<file path="src/rtl/apb_uart_pkg.sv">
// Shared constants for the APB UART: register offsets, CTRL/STATUS bit positions
// and the TX/RX frame state encodings.
package apb_uart_pkg;

  localparam logic [2:0] OFF_DATA   = 3'd0;
  localparam logic [2:0] OFF_STATUS = 3'd1;
  localparam logic [2:0] OFF_CTRL   = 3'd2;
  localparam logic [2:0] OFF_BAUD   = 3'd3;

  localparam int unsigned ST_TX_EMPTY  = 0;
  localparam int unsigned ST_TX_FULL   = 1;
  localparam int unsigned ST_RX_EMPTY  = 2;
  localparam int unsigned ST_RX_FULL   = 3;
  localparam int unsigned ST_TX_BUSY   = 4;
  localparam int unsigned ST_TX_OVF    = 5;
  localparam int unsigned ST_RX_OVR    = 6;
  localparam int unsigned ST_FRAME_ERR = 7;
  localparam int unsigned ST_PAR_ERR   = 8;

  localparam int unsigned CT_TX_EN   = 0;
  localparam int unsigned CT_RX_EN   = 1;
  localparam int unsigned CT_LOOP    = 2;
  localparam int unsigned CT_PAR_EN  = 3;
  localparam int unsigned CT_PAR_ODD = 4;
  localparam int unsigned CT_STOP2   = 5;
  localparam int unsigned CT_TX_IE   = 6;
  localparam int unsigned CT_RX_IE   = 7;
  localparam int unsigned CT_ERR_IE  = 8;

  typedef enum logic [2:0] {
    TX_IDLE, TX_START, TX_DATA, TX_PARITY, TX_STOP
  } tx_state_e;

  typedef enum logic [2:0] {
    RX_IDLE, RX_START, RX_DATA, RX_PARITY, RX_STOP
  } rx_state_e;

endpackage

</file>
<file path="src/rtl/uart_sync_fifo.sv">
// Single-clock FIFO with extra-MSB pointers; a push on a full FIFO is accepted
// only when a pop happens in the same cycle.
module uart_sync_fifo #(
  parameter int unsigned WIDTH = 8,
  parameter int unsigned DEPTH = 16
) (
  input  logic             clk_i,
  input  logic             rst_i,
  input  logic             push_i,
  input  logic             pop_i,
  input  logic [WIDTH-1:0] wdata_i,
  output logic [WIDTH-1:0] rdata_o,
  output logic             empty_o,
  output logic             full_o
);

  localparam int unsigned AW = $clog2(DEPTH);

  logic [AW:0]      wptr_q, rptr_q;
  logic [WIDTH-1:0] mem_q [DEPTH];
  logic             do_push, do_pop;

  assign empty_o = (wptr_q == rptr_q);
  assign full_o  = (wptr_q[AW] != rptr_q[AW]) && (wptr_q[AW-1:0] == rptr_q[AW-1:0]);
  assign do_pop  = pop_i && !empty_o;
  assign do_push = push_i && (!full_o || do_pop);
  assign rdata_o = mem_q[rptr_q[AW-1:0]];

  always_ff @(posedge clk_i or posedge rst_i) begin
    if (rst_i) begin
      wptr_q <= '0;
      rptr_q <= '0;
    end else begin
      if (do_push) wptr_q <= wptr_q + 1'b1;
      if (do_pop)  rptr_q <= rptr_q + 1'b1;
    end
  end

  always_ff @(posedge clk_i) begin
    if (do_push) mem_q[wptr_q[AW-1:0]] <= wdata_i;
  end

endmodule

</file>
<file path="src/rtl/apb_uart_fifo.sv">
// APB UART with TX/RX FIFOs, 16x oversampled receiver, loopback and error flags.
// Define UART_PARITY_EN to make CTRL[4:3] writable and enable parity framing.
module apb_uart_fifo
  import apb_uart_pkg::*;
#(
  parameter int unsigned PADDR_W    = 32,
  parameter int unsigned PDATA_W    = 32,
  parameter int unsigned FIFO_DEPTH = 16,
  parameter int unsigned DIV_W      = 16
) (
  input  logic               PCLK,
  input  logic               PRESET,
  input  logic               PSEL,
  input  logic               PENABLE,
  input  logic               PWRITE,
  input  logic [PADDR_W-1:0] PADDR,
  input  logic [PDATA_W-1:0] PWDATA,
  output logic [PDATA_W-1:0] PRDATA,
  output logic               PREADY,
  output logic               PSLVERR,
  input  logic               rxd,
  output logic               txd,
  output logic               irq
);

`ifdef UART_PARITY_EN
  localparam logic [8:0] CTRL_WMASK = 9'h1FF;
`else
  localparam logic [8:0] CTRL_WMASK = 9'h1E7;
`endif

  logic             access, rd_en, wr_en, unmapped;
  logic [2:0]       offset;
  logic             wr_data, wr_status, wr_ctrl, wr_baud, rx_pop;
  logic [8:0]       ctrl_q;
  logic [DIV_W-1:0] div_q, baud_cnt_q, baud_cnt_d;
  logic             baud_tick;
  logic [3:0]       flags_q, flags_d, flags_clr;
  logic [8:0]       status;
  logic             unused_bits;

  assign access    = PSEL & PENABLE;
  assign wr_en     = access & PWRITE;
  assign rd_en     = access & ~PWRITE;
  assign unmapped  = PADDR[4];
  assign offset    = PADDR[4:2];
  assign wr_data   = wr_en & (offset == OFF_DATA);
  assign wr_status = wr_en & (offset == OFF_STATUS);
  assign wr_ctrl   = wr_en & (offset == OFF_CTRL);
  assign wr_baud   = wr_en & (offset == OFF_BAUD);
  assign rx_pop    = rd_en & (offset == OFF_DATA);
  assign PREADY    = 1'b1;
  assign PSLVERR   = access & unmapped;
  assign unused_bits = ^{PADDR[PADDR_W-1:5], PADDR[1:0], PWDATA[PDATA_W-1:9]};

  // FIFOs
  logic       tx_pop, tx_empty, tx_full, rx_push, rx_empty, rx_full;
  logic [7:0] tx_rdata, rx_rdata, rx_sh_q, rx_sh_d;

  uart_sync_fifo #(.WIDTH(8), .DEPTH(FIFO_DEPTH)) u_tx_fifo (
    .clk_i(PCLK), .rst_i(PRESET), .push_i(wr_data), .pop_i(tx_pop),
    .wdata_i(PWDATA[7:0]), .rdata_o(tx_rdata), .empty_o(tx_empty), .full_o(tx_full)
  );

  uart_sync_fifo #(.WIDTH(8), .DEPTH(FIFO_DEPTH)) u_rx_fifo (
    .clk_i(PCLK), .rst_i(PRESET), .push_i(rx_push), .pop_i(rx_pop),
    .wdata_i(rx_sh_d), .rdata_o(rx_rdata), .empty_o(rx_empty), .full_o(rx_full)
  );

  assign baud_tick  = (baud_cnt_q == div_q);
  assign baud_cnt_d = (wr_baud || baud_tick) ? '0 : baud_cnt_q + 1'b1;

  // TX FSM
  tx_state_e  tx_state_q, tx_state_d;
  logic [3:0] tx_tcnt_q, tx_tcnt_d;
  logic [2:0] tx_bidx_q, tx_bidx_d;
  logic [7:0] tx_sh_q, tx_sh_d;
  logic       tx_par_q, tx_par_d, tx_stop2nd_q, tx_stop2nd_d, txd_q, txd_d;
  logic       tx_bit_end, tx_next;

  assign tx_bit_end = baud_tick && (tx_tcnt_q == 4'hF);
  assign tx_next    = ctrl_q[CT_TX_EN] && !tx_empty;

  always_comb begin
    tx_state_d   = tx_state_q;
    tx_tcnt_d    = baud_tick ? tx_tcnt_q + 4'd1 : tx_tcnt_q;
    tx_bidx_d    = tx_bidx_q;
    tx_sh_d      = tx_sh_q;
    tx_par_d     = tx_par_q;
    tx_stop2nd_d = tx_stop2nd_q;
    tx_pop       = 1'b0;
    case (tx_state_q)
      TX_IDLE: begin
        tx_tcnt_d = '0;
        if (tx_next) begin
          tx_pop     = 1'b1;
          tx_sh_d    = tx_rdata;
          tx_par_d   = ^tx_rdata ^ ctrl_q[CT_PAR_ODD];
          tx_state_d = TX_START;
        end
      end
      TX_START: if (tx_bit_end) begin
        tx_bidx_d  = '0;
        tx_state_d = TX_DATA;
      end
      TX_DATA: if (tx_bit_end) begin
        tx_sh_d   = {1'b0, tx_sh_q[7:1]};
        tx_bidx_d = tx_bidx_q + 3'd1;
        if (tx_bidx_q == 3'd7) begin
          tx_stop2nd_d = 1'b0;
          tx_state_d   = ctrl_q[CT_PAR_EN] ? TX_PARITY : TX_STOP;
        end
      end
      TX_PARITY: if (tx_bit_end) begin
        tx_stop2nd_d = 1'b0;
        tx_state_d   = TX_STOP;
      end
      TX_STOP: if (tx_bit_end) begin
        if (ctrl_q[CT_STOP2] && !tx_stop2nd_q) begin
          tx_stop2nd_d = 1'b1;
        end else if (tx_next) begin
          // chain straight into the next start bit; tcnt has just wrapped to 0
          tx_pop     = 1'b1;
          tx_sh_d    = tx_rdata;
          tx_par_d   = ^tx_rdata ^ ctrl_q[CT_PAR_ODD];
          tx_state_d = TX_START;
        end else begin
          tx_state_d = TX_IDLE;
        end
      end
      default: tx_state_d = TX_IDLE;
    endcase
    case (tx_state_q)
      TX_START:  txd_d = 1'b0;
      TX_DATA:   txd_d = tx_sh_q[0];
      TX_PARITY: txd_d = tx_par_q;
      default:   txd_d = 1'b1;
    endcase
  end

  assign txd = ctrl_q[CT_LOOP] | txd_q;

  // RX FSM
  rx_state_e  rx_state_q, rx_state_d;
  logic [1:0] rx_sync_q;
  logic       rx_s, rx_prev_q, rx_perr_q, rx_perr_d, frame_set, par_set;
  logic [3:0] rx_tcnt_q, rx_tcnt_d;
  logic [2:0] rx_bidx_q, rx_bidx_d;
  logic       rx_mid, rx_bit_end;

  assign rx_s       = rx_sync_q[1];
  assign rx_mid     = baud_tick && (rx_tcnt_q == 4'd7);
  assign rx_bit_end = baud_tick && (rx_tcnt_q == 4'hF);

  always_comb begin
    rx_state_d = rx_state_q;
    rx_tcnt_d  = baud_tick ? rx_tcnt_q + 4'd1 : rx_tcnt_q;
    rx_bidx_d  = rx_bidx_q;
    rx_sh_d    = rx_sh_q;
    rx_perr_d  = rx_perr_q;
    rx_push    = 1'b0;
    frame_set  = 1'b0;
    par_set    = 1'b0;
    if (!ctrl_q[CT_RX_EN]) begin
      rx_state_d = RX_IDLE;
    end else begin
      case (rx_state_q)
        RX_IDLE: begin
          rx_tcnt_d = '0;
          if (rx_prev_q && !rx_s) rx_state_d = RX_START;
        end
        RX_START: begin
          if (rx_mid && rx_s) begin
            rx_state_d = RX_IDLE;
          end else if (rx_bit_end) begin
            rx_bidx_d  = '0;
            rx_perr_d  = 1'b0;
            rx_state_d = RX_DATA;
          end
        end
        RX_DATA: begin
          if (rx_mid) rx_sh_d = {rx_s, rx_sh_q[7:1]};
          if (rx_bit_end) begin
            rx_bidx_d = rx_bidx_q + 3'd1;
            if (rx_bidx_q == 3'd7) rx_state_d = ctrl_q[CT_PAR_EN] ? RX_PARITY : RX_STOP;
          end
        end
        RX_PARITY: begin
          if (rx_mid) rx_perr_d = rx_s != (^rx_sh_q ^ ctrl_q[CT_PAR_ODD]);
          if (rx_bit_end) rx_state_d = RX_STOP;
        end
        RX_STOP: if (rx_mid) begin
          rx_push    = 1'b1;
          frame_set  = !rx_s;
          par_set    = rx_perr_q;
          rx_state_d = RX_IDLE;
        end
        default: rx_state_d = RX_IDLE;
      endcase
    end
  end

  // Sticky flags: a set in the same cycle as a W1C wins.
  assign flags_clr = wr_status ? PWDATA[8:5] : '0;
  assign flags_d   = (flags_q & ~flags_clr) |
                     {par_set, frame_set, rx_push & rx_full & ~rx_pop, wr_data & tx_full & ~tx_pop};
  assign status    = {flags_q, tx_state_q != TX_IDLE, rx_full, rx_empty, tx_full, tx_empty};

  assign irq = (ctrl_q[CT_TX_IE] & tx_empty) | (ctrl_q[CT_RX_IE] & ~rx_empty) |
               (ctrl_q[CT_ERR_IE] & |flags_q);

  always_comb begin
    PRDATA = '0;
    if (rd_en && !unmapped) begin
      case (offset)
        OFF_DATA:   if (!rx_empty) PRDATA[7:0] = rx_rdata;
        OFF_STATUS: PRDATA[8:0] = status;
        OFF_CTRL:   PRDATA[8:0] = ctrl_q;
        OFF_BAUD:   PRDATA[DIV_W-1:0] = div_q;
        default:    PRDATA = '0;
      endcase
    end
  end

  always_ff @(posedge PCLK or posedge PRESET) begin
    if (PRESET) begin
      ctrl_q       <= '0;
      div_q        <= '0;
      baud_cnt_q   <= '0;
      flags_q      <= '0;
      tx_state_q   <= TX_IDLE;
      tx_tcnt_q    <= '0;
      tx_bidx_q    <= '0;
      tx_sh_q      <= '0;
      tx_par_q     <= 1'b0;
      tx_stop2nd_q <= 1'b0;
      txd_q        <= 1'b1;
      rx_state_q   <= RX_IDLE;
      rx_sync_q    <= 2'b11;
      rx_prev_q    <= 1'b1;
      rx_tcnt_q    <= '0;
      rx_bidx_q    <= '0;
      rx_sh_q      <= '0;
      rx_perr_q    <= 1'b0;
    end else begin
      if (wr_ctrl) ctrl_q <= PWDATA[8:0] & CTRL_WMASK;
      if (wr_baud) div_q <= PWDATA[DIV_W-1:0];
      baud_cnt_q   <= baud_cnt_d;
      flags_q      <= flags_d;
      tx_state_q   <= tx_state_d;
      tx_tcnt_q    <= tx_tcnt_d;
      tx_bidx_q    <= tx_bidx_d;
      tx_sh_q      <= tx_sh_d;
      tx_par_q     <= tx_par_d;
      tx_stop2nd_q <= tx_stop2nd_d;
      txd_q        <= txd_d;
      rx_state_q   <= rx_state_d;
      rx_sync_q    <= {rx_sync_q[0], ctrl_q[CT_LOOP] ? txd_q : rxd};
      rx_prev_q    <= rx_s;
      rx_tcnt_q    <= rx_tcnt_d;
      rx_bidx_q    <= rx_bidx_d;
      rx_sh_q      <= rx_sh_d;
      rx_perr_q    <= rx_perr_d;
    end
  end

endmodule

</file>
<file path="config.mk">
export PLATFORM = sky130hd
export DESIGN_NAME = apb_uart_fifo
export DESIGN_NICKNAME = d
export VERILOG_FILES = /design/src/rtl/apb_uart_pkg.sv /design/src/rtl/uart_sync_fifo.sv /design/src/rtl/apb_uart_fifo.sv
export SDC_FILE = /design/constraint.sdc
export NUM_CORES = 1
export LEC_CHECK = 0
export CAP_MARGIN = 20
export CORE_MARGIN = 8
export CORE_UTILIZATION = 55
export DETAILED_ROUTE_END_ITERATION = 16
export DONT_BUFFER_PORTS = 1
export GPL_TIMING_DRIVEN = 0
export PLACE_DENSITY = 0.81
export SYNTH_ARGS = -nofsm -noshare
export SYNTH_HDL_FRONTEND = slang
export SYNTH_SLANG_ARGS = --single-unit
</file>
<file path="constraint.sdc">
create_clock -name PCLK -period 6.7 [get_ports PCLK]
set_input_delay 1.675 -clock PCLK [delete_from_list [all_inputs] [get_ports PCLK]]
set_output_delay 1.675 -clock PCLK [all_outputs]
set_load 0.05 [all_outputs]
</file>
# Word-level counts from Yosys, hierarchy flattened
# Memory sizes are Yosys's and may differ from the RTL's.
# Index checks and enable logic that the tools add are counted.
dict set report word_totals {
  reg_bits 106
  ram_bits 256
  out_inout_bits 36
  word_cells 225
  n_memories 2
}
dict set report classes {
  addsub 9
  eq_ne 42
  n_mux 78
  bitwise 26
  n_reduce_logical 46
}
# name words width read_ports rd_ports_with_merged_regs wr line
set mem_list {}
lappend mem_list {u_rx_fifo.mem_q 16 8 1 0 1 uart_sync_fifo.sv:20} ;# logic [WIDTH-1:0] mem_q [DEPTH];
lappend mem_list {u_tx_fifo.mem_q 16 8 1 0 1 uart_sync_fifo.sv:20}
# cell count
set op_table {}
lappend op_table {{$mux 8} 8}
lappend op_table {{$mux 3} 20}
lappend op_table {{$mux 16} 2}
lappend op_table {{$pmux 8 s4} 1}
lappend op_table {{$pmux 3 s5} 2}
lappend op_table {{$mux 1} 29}
lappend op_table {{$mux 4} 6}
lappend op_table {{$ne 2x2->1 const B} 12}
lappend op_table {{$pmux 8 s3} 1}
lappend op_table {{$add 5x1->5 const B} 4}
lappend op_table {{$eq 3x2->1 const B} 6}
lappend op_table {{$add 16x1->16 const B} 1}
lappend op_table {{$and 1x1->1} 16}
lappend op_table {{$eq 16x16->1} 1}
lappend op_table {{$reduce_xor 8->1} 2}
lappend op_table {{$ne 3x3->1 const B} 5}
lappend op_table {{$logic_and 1x1->1} 14}
lappend op_table {{$eq 3x3->1 const B} 4}
lappend op_table {{$pmux 3 s2} 2}
lappend op_table {{$reduce_and 6->1} 2}
lappend op_table {{$eq 5x5->1} 2}
lappend op_table {{$reduce_and 5->1} 2}
lappend op_table {{$reduce_bool 2->1} 5}
lappend op_table {{$eq 3x1->1 const B} 3}
lappend op_table {{23 further kinds} 51}

# Logic depth before layout (Yosys ltp)
dict set report logic_depth {
  ltp_word 12
  ltp_mapped 10
  ltp_nobuf 7
}

# Hierarchy
# Synthesis repeated with hierarchy kept, for this count alone.
dict set report unflattened {
  cells_unflattened 985
  hier_area_um2 15885.2
}
# mod n_inst cells_per_inst area_per_inst_um2 seq_area_each_um2
set modules_own_cells {}
lappend modules_own_cells {{uart_sync_fifo (u_rx_fifo)} 1 268 5624.1 4093.9}
lappend modules_own_cells {{uart_sync_fifo (u_tx_fifo)} 1 268 5495.3 4093.9}
lappend modules_own_cells {apb_uart_fifo 1 449 4765.8 2157.1}

# Worst setup path before layout
# OpenSTA, ideal clock, no wires.
dict set report synth_timing {
  path_type {input -> output}
  start {input port PADDR[2]}
  end {output port PRDATA[2]}
  arrival_ns 3.715
  required_ns 5.025
  slack_ns 1.310
  cell_stages 5
  path_buffers 2
  cell_sequence {clkbuf_1 > buf_1 > mux2_2 > a32oi_1 > a211oi_1}
}
dict set report synth_via {
  elab_chain_cells 3
  elab_cells_between_ends 6
}
# element line
set synth_rtl {}
lappend synth_rtl {{from (decl)} apb_uart_fifo.sv:16} ;# input logic [PADDR_W-1:0] PADDR,
lappend synth_rtl {{$eq 3x2->1 (tied with other cells)} apb_uart_fifo.sv:215} ;# case (offset)
lappend synth_rtl {{$pmux 8 s4 *} apb_uart_fifo.sv:215}
lappend synth_rtl {{$mux 16 *} apb_uart_fifo.sv:214} ;# if (rd_en && !unmapped) begin
lappend synth_rtl {{to (decl)} apb_uart_fifo.sv:18} ;# output logic [PDATA_W-1:0] PRDATA,
# Mark *: on every way between the ends. The rest lies on a longest branch, timed or not.

# Final worst setup path
dict set report layout_timing {
  start {register u_rx_fifo.rptr_q[1]}
  end {output port PRDATA[2]}
}
dict set report layout_via {
  elab_chain_cells 4
  elab_cells_between_ends 5
}
# element line
set layout_rtl {}
lappend layout_rtl {{from (decl)} uart_sync_fifo.sv:19} ;# logic [AW:0] wptr_q, rptr_q;
lappend layout_rtl {{from (signal assigned)} uart_sync_fifo.sv:35} ;# if (do_pop) rptr_q <= rptr_q + 1'b1;
lappend layout_rtl {{$mem_v2 16x8 or $eq 5x5->1 (tied branches)} n/a}
lappend layout_rtl {{$mux 8} apb_uart_fifo.sv:216} ;# OFF_DATA: if (!rx_empty) PRDATA[7:0] = rx_rdata;
lappend layout_rtl {{$pmux 8 s4 *} apb_uart_fifo.sv:215}
lappend layout_rtl {{$mux 16 *} apb_uart_fifo.sv:214}
# Marked as above.

==> summary.txt <==
Global route
  • Largest net degree at the start of global routing: 67
  • Number of global-route vias before repair: 9233
  • Initial antenna violation count: 0
  • Grt total ovfl: 0
  • First-pass GRT wire length: 53.81 mm
  • Total GRT Usage: 20.91%

Floorplan
  • Area of the core: 0.02839 mm^2
  • Starting Density: 55.38%
  • Ports: 106
  • Chip width: 185.1 um
  • Std-Cell Rows: 62
  • Die area: 0.03425 mm^2
  • Die height: 185.1 um

Detailed routing
  • DR iter-0 viols: 912
  • Via-per-instance ratio: 6.125
  • Drt wl/cell: 24.15 um
  • Drt pass-1 iters: 5
  • Vias: 8899
  • # DRC: 0
  • Total wire length: 35.09 mm
  • Final ANT Viol Nets: 0

Setup path
  • Crit path kind: flop to output port
  • CP Max Fanout: 10
  • Critical Path Sink Type: output port
  • Worst EP arrival: 3.67 ns
  • Worst EP required: 5.03 ns
  • CP Launch Type: flop

Place
  • Pre-CTS setup slack: 1.417 ns
  • Port Buf Inserts: 0
  • Detail Placement HPWL: 22.91 mm
  • Dpl cells: 1387
  • Final Wtd Congestion: 0.8398
  • DP Area: 0.01634 mm^2

Synth
  • Synth Area per Inst: 15.95 um^2
  • Sequential area share after synthesis: 65.80%
  • Synthesized netlist cell count: 986
  • Share of flip-flops with an asynchronous set or reset: 29.28%
  • Distinct cells, synth: 63
  • Post-synth EDFFs: 256
  • Yosys warns: 0
  • Top FF cell, synth: edfxtp_1
  • Mapped cell area: 0.01572 mm^2
  • #FFs+latches synth: 362

Timing
  • Setup TNS: 0 ns
  • Worst slew margin relative to its limit: 25.66%
  • Fin crit share: 79.74%
  • RSZ-0062 raised after global routing: no
  • Fin crit period: 5.343 ns
  • Max Fclk: 187.2 MHz
  • Setup violations, final: 0
  • Worst setup margin: 1.357 ns
  • Final hold viol count: 0
  • Final number of max-transition violations: 0
  • Least-Margin Pin Slew: 1.113 ns
  • Skew final: 0.02313 ns

Job
  • Max-cap violation count: 0

CTS
  • CTS tree: done
  • CTS sink cnt: 362
  • Post-CTS Setup Repair Bufs: 0
  • Clock root cell: clkbuf_16
  • Post-CTS Resized: 0
  • Htree depth: 2
  • Total CTS buffers: 36
  • Deepest clock path buffer count: 3
  • Clock slew at reported path FFs: 0.06 ns
  • Skew-Pair Late Insertion Delay: 0.53 ns
  • Cts hold-fix bufs: 0

Min path
  • Hold WC Path Type: flop to flop

Power and ir drop
  • Leakage: 6.699 nW
  • Worst vdd rail ir drop: 0.2609 mV
  • PwrDens: 332.5 mW/mm^2

Cells and area
  • Commonest cells after routing, fill and taps aside: 256 x edfxtp_1, 102 x dfrtp_1, 64 x mux4_2
  • N_diodes: 0
  • Area grow syn2layout: 11.01%
  • Post-layout util: 61.47%
  • Non-Filler Instances: 1453
  • Fillers: 2015
  • Layout cells sized above 1: 21.23%
  • Final net count: 1128
  • Most common cell after layout, fill and taps aside: edfxtp_1
  • Design Area, Final: 0.01745 mm^2

Outcome
  • Status: completed
state kept, by name, summed over array words and instances, names as in the netlist, 7 cells and up:
name             count
div_q               16
tx_sh_q              8
rx_sh_q              8
ctrl_q               7
baud_cnt_q          16
u_rx_fifo.mem_q    128
u_tx_fifo.mem_q    128
per-stage QoR:
step	power, mW	hold WS (ns)
3_3_place_gp	3.863	0.3467
2_1_floorplan	3.594	0.3452
3_5_place_dp	3.904	0.3507
4_1_cts	5.823	0.3541
5_1_grt	6.018	0.3642
6_report	5.803	0.3551
worst paths after layout:
path | from | slack, ns | cells after the start | end
max in group asynchronous | PRESET | 4.85 | 2 | baud_cnt_q[1]$_DFF_PP0_
max | u_rx_fifo.rptr_q[1]$_DFFE_PP0P_ | 1.36 | 6 | PRDATA[2]
min in group asynchronous | PRESET | 1.07 | 1 | tx_sh_q[7]$_DFFE_PP0P_
min | rx_sync_q[0]$_DFF_PP1_ | 0.36 | 0 | rx_sync_q[1]$_DFF_PP1_
min reg2reg | rx_sync_q[0]$_DFF_PP1_ | 0.36 | 0 | rx_sync_q[1]$_DFF_PP1_
max reg2reg | baud_cnt_q[3]$_DFF_PP0_ | 3.30 | 9 | u_rx_fifo.mem_q[3][2]$_DFFE_PP_
Yosys cell counts, drive strengths merged, types with 12 or more instances:
cell,number,area [um^2]
edfxtp,256,7687
mux4,64,1441
clkbuf,31,116.4
ha,17,212.7
and3,31,193.9
nand3,22,110.1
nor2,50,187.7
xnor2,49,429.2
xor2,27,236.5
nor2b,14,87.58
a22oi,13,97.59
buf,36,231.5
o21ai,12,60.06
nand4,17,106.4
nor3,15,80.08
dfrtp,102,2552
mux2,62,728.2
mux2i,13,130.1
and2,17,106.4
inv,12,45.04
nand2,46,172.7
layout make-up:
cell class | count | area (um^2) | area share [%]
sequential | 362 | 10340 | 59.27
multi-input combinational | 559 | 5082 | 29.12
clock buffer | 48 | 945.9 | 5.420
tap | 384 | 480.5 | 2.753
buffer | 67 | 347.8 | 1.993
clock inverter | 18 | 167.7 | 0.9606
inverter | 13 | 51.30 | 0.2939
timing repair buffer | 2 | 32.53 | 0.1864
cell families (layout without fill, tap and decap cells):
group | Yosys count | after routing | synth area share (%)
other cells | 2 | 17 | 0.04777
flops | 362 | 362 | 65.80
xor+xnor | 77 | 77 | 4.377
simple gates | 228 | 228 | 7.433
fa+ha+maj | 17 | 17 | 1.353
compound gates | 81 | 81 | 3.844
buf+inv | 80 | 148 | 2.523
mux | 139 | 139 | 14.63
power by group:
group	internal (mW)	switching, mW	leakage [nW]
Combinational	0.559	0.677	2.15
Clock	1.08	0.844	0.539
Sequential	2.51	0.126	4.01
Total	4.16	1.65	6.70
worst max-delay path, cell delays in order, from the launching register on:
cell and delay (ns):
dfrtp_1 0.36, clkbuf_1 0.49, clkbuf_1 0.74, mux4_2 0.41
mux4_2 0.29, nand2_1 0.08, a211oi_2 0.78
metal layers:
| layer | global-route usage, % | wire (um) |
|---|---|---|
| met3 | 4.610 | 2888 |
| met5 | 0 | 0 |
| met2 | 34.48 | 17110 |
| met4 | 7.426 | 1177 |
| met1 | 27.17 | 13910 |
Note: power is estimated with default switching activity, not from simulation.
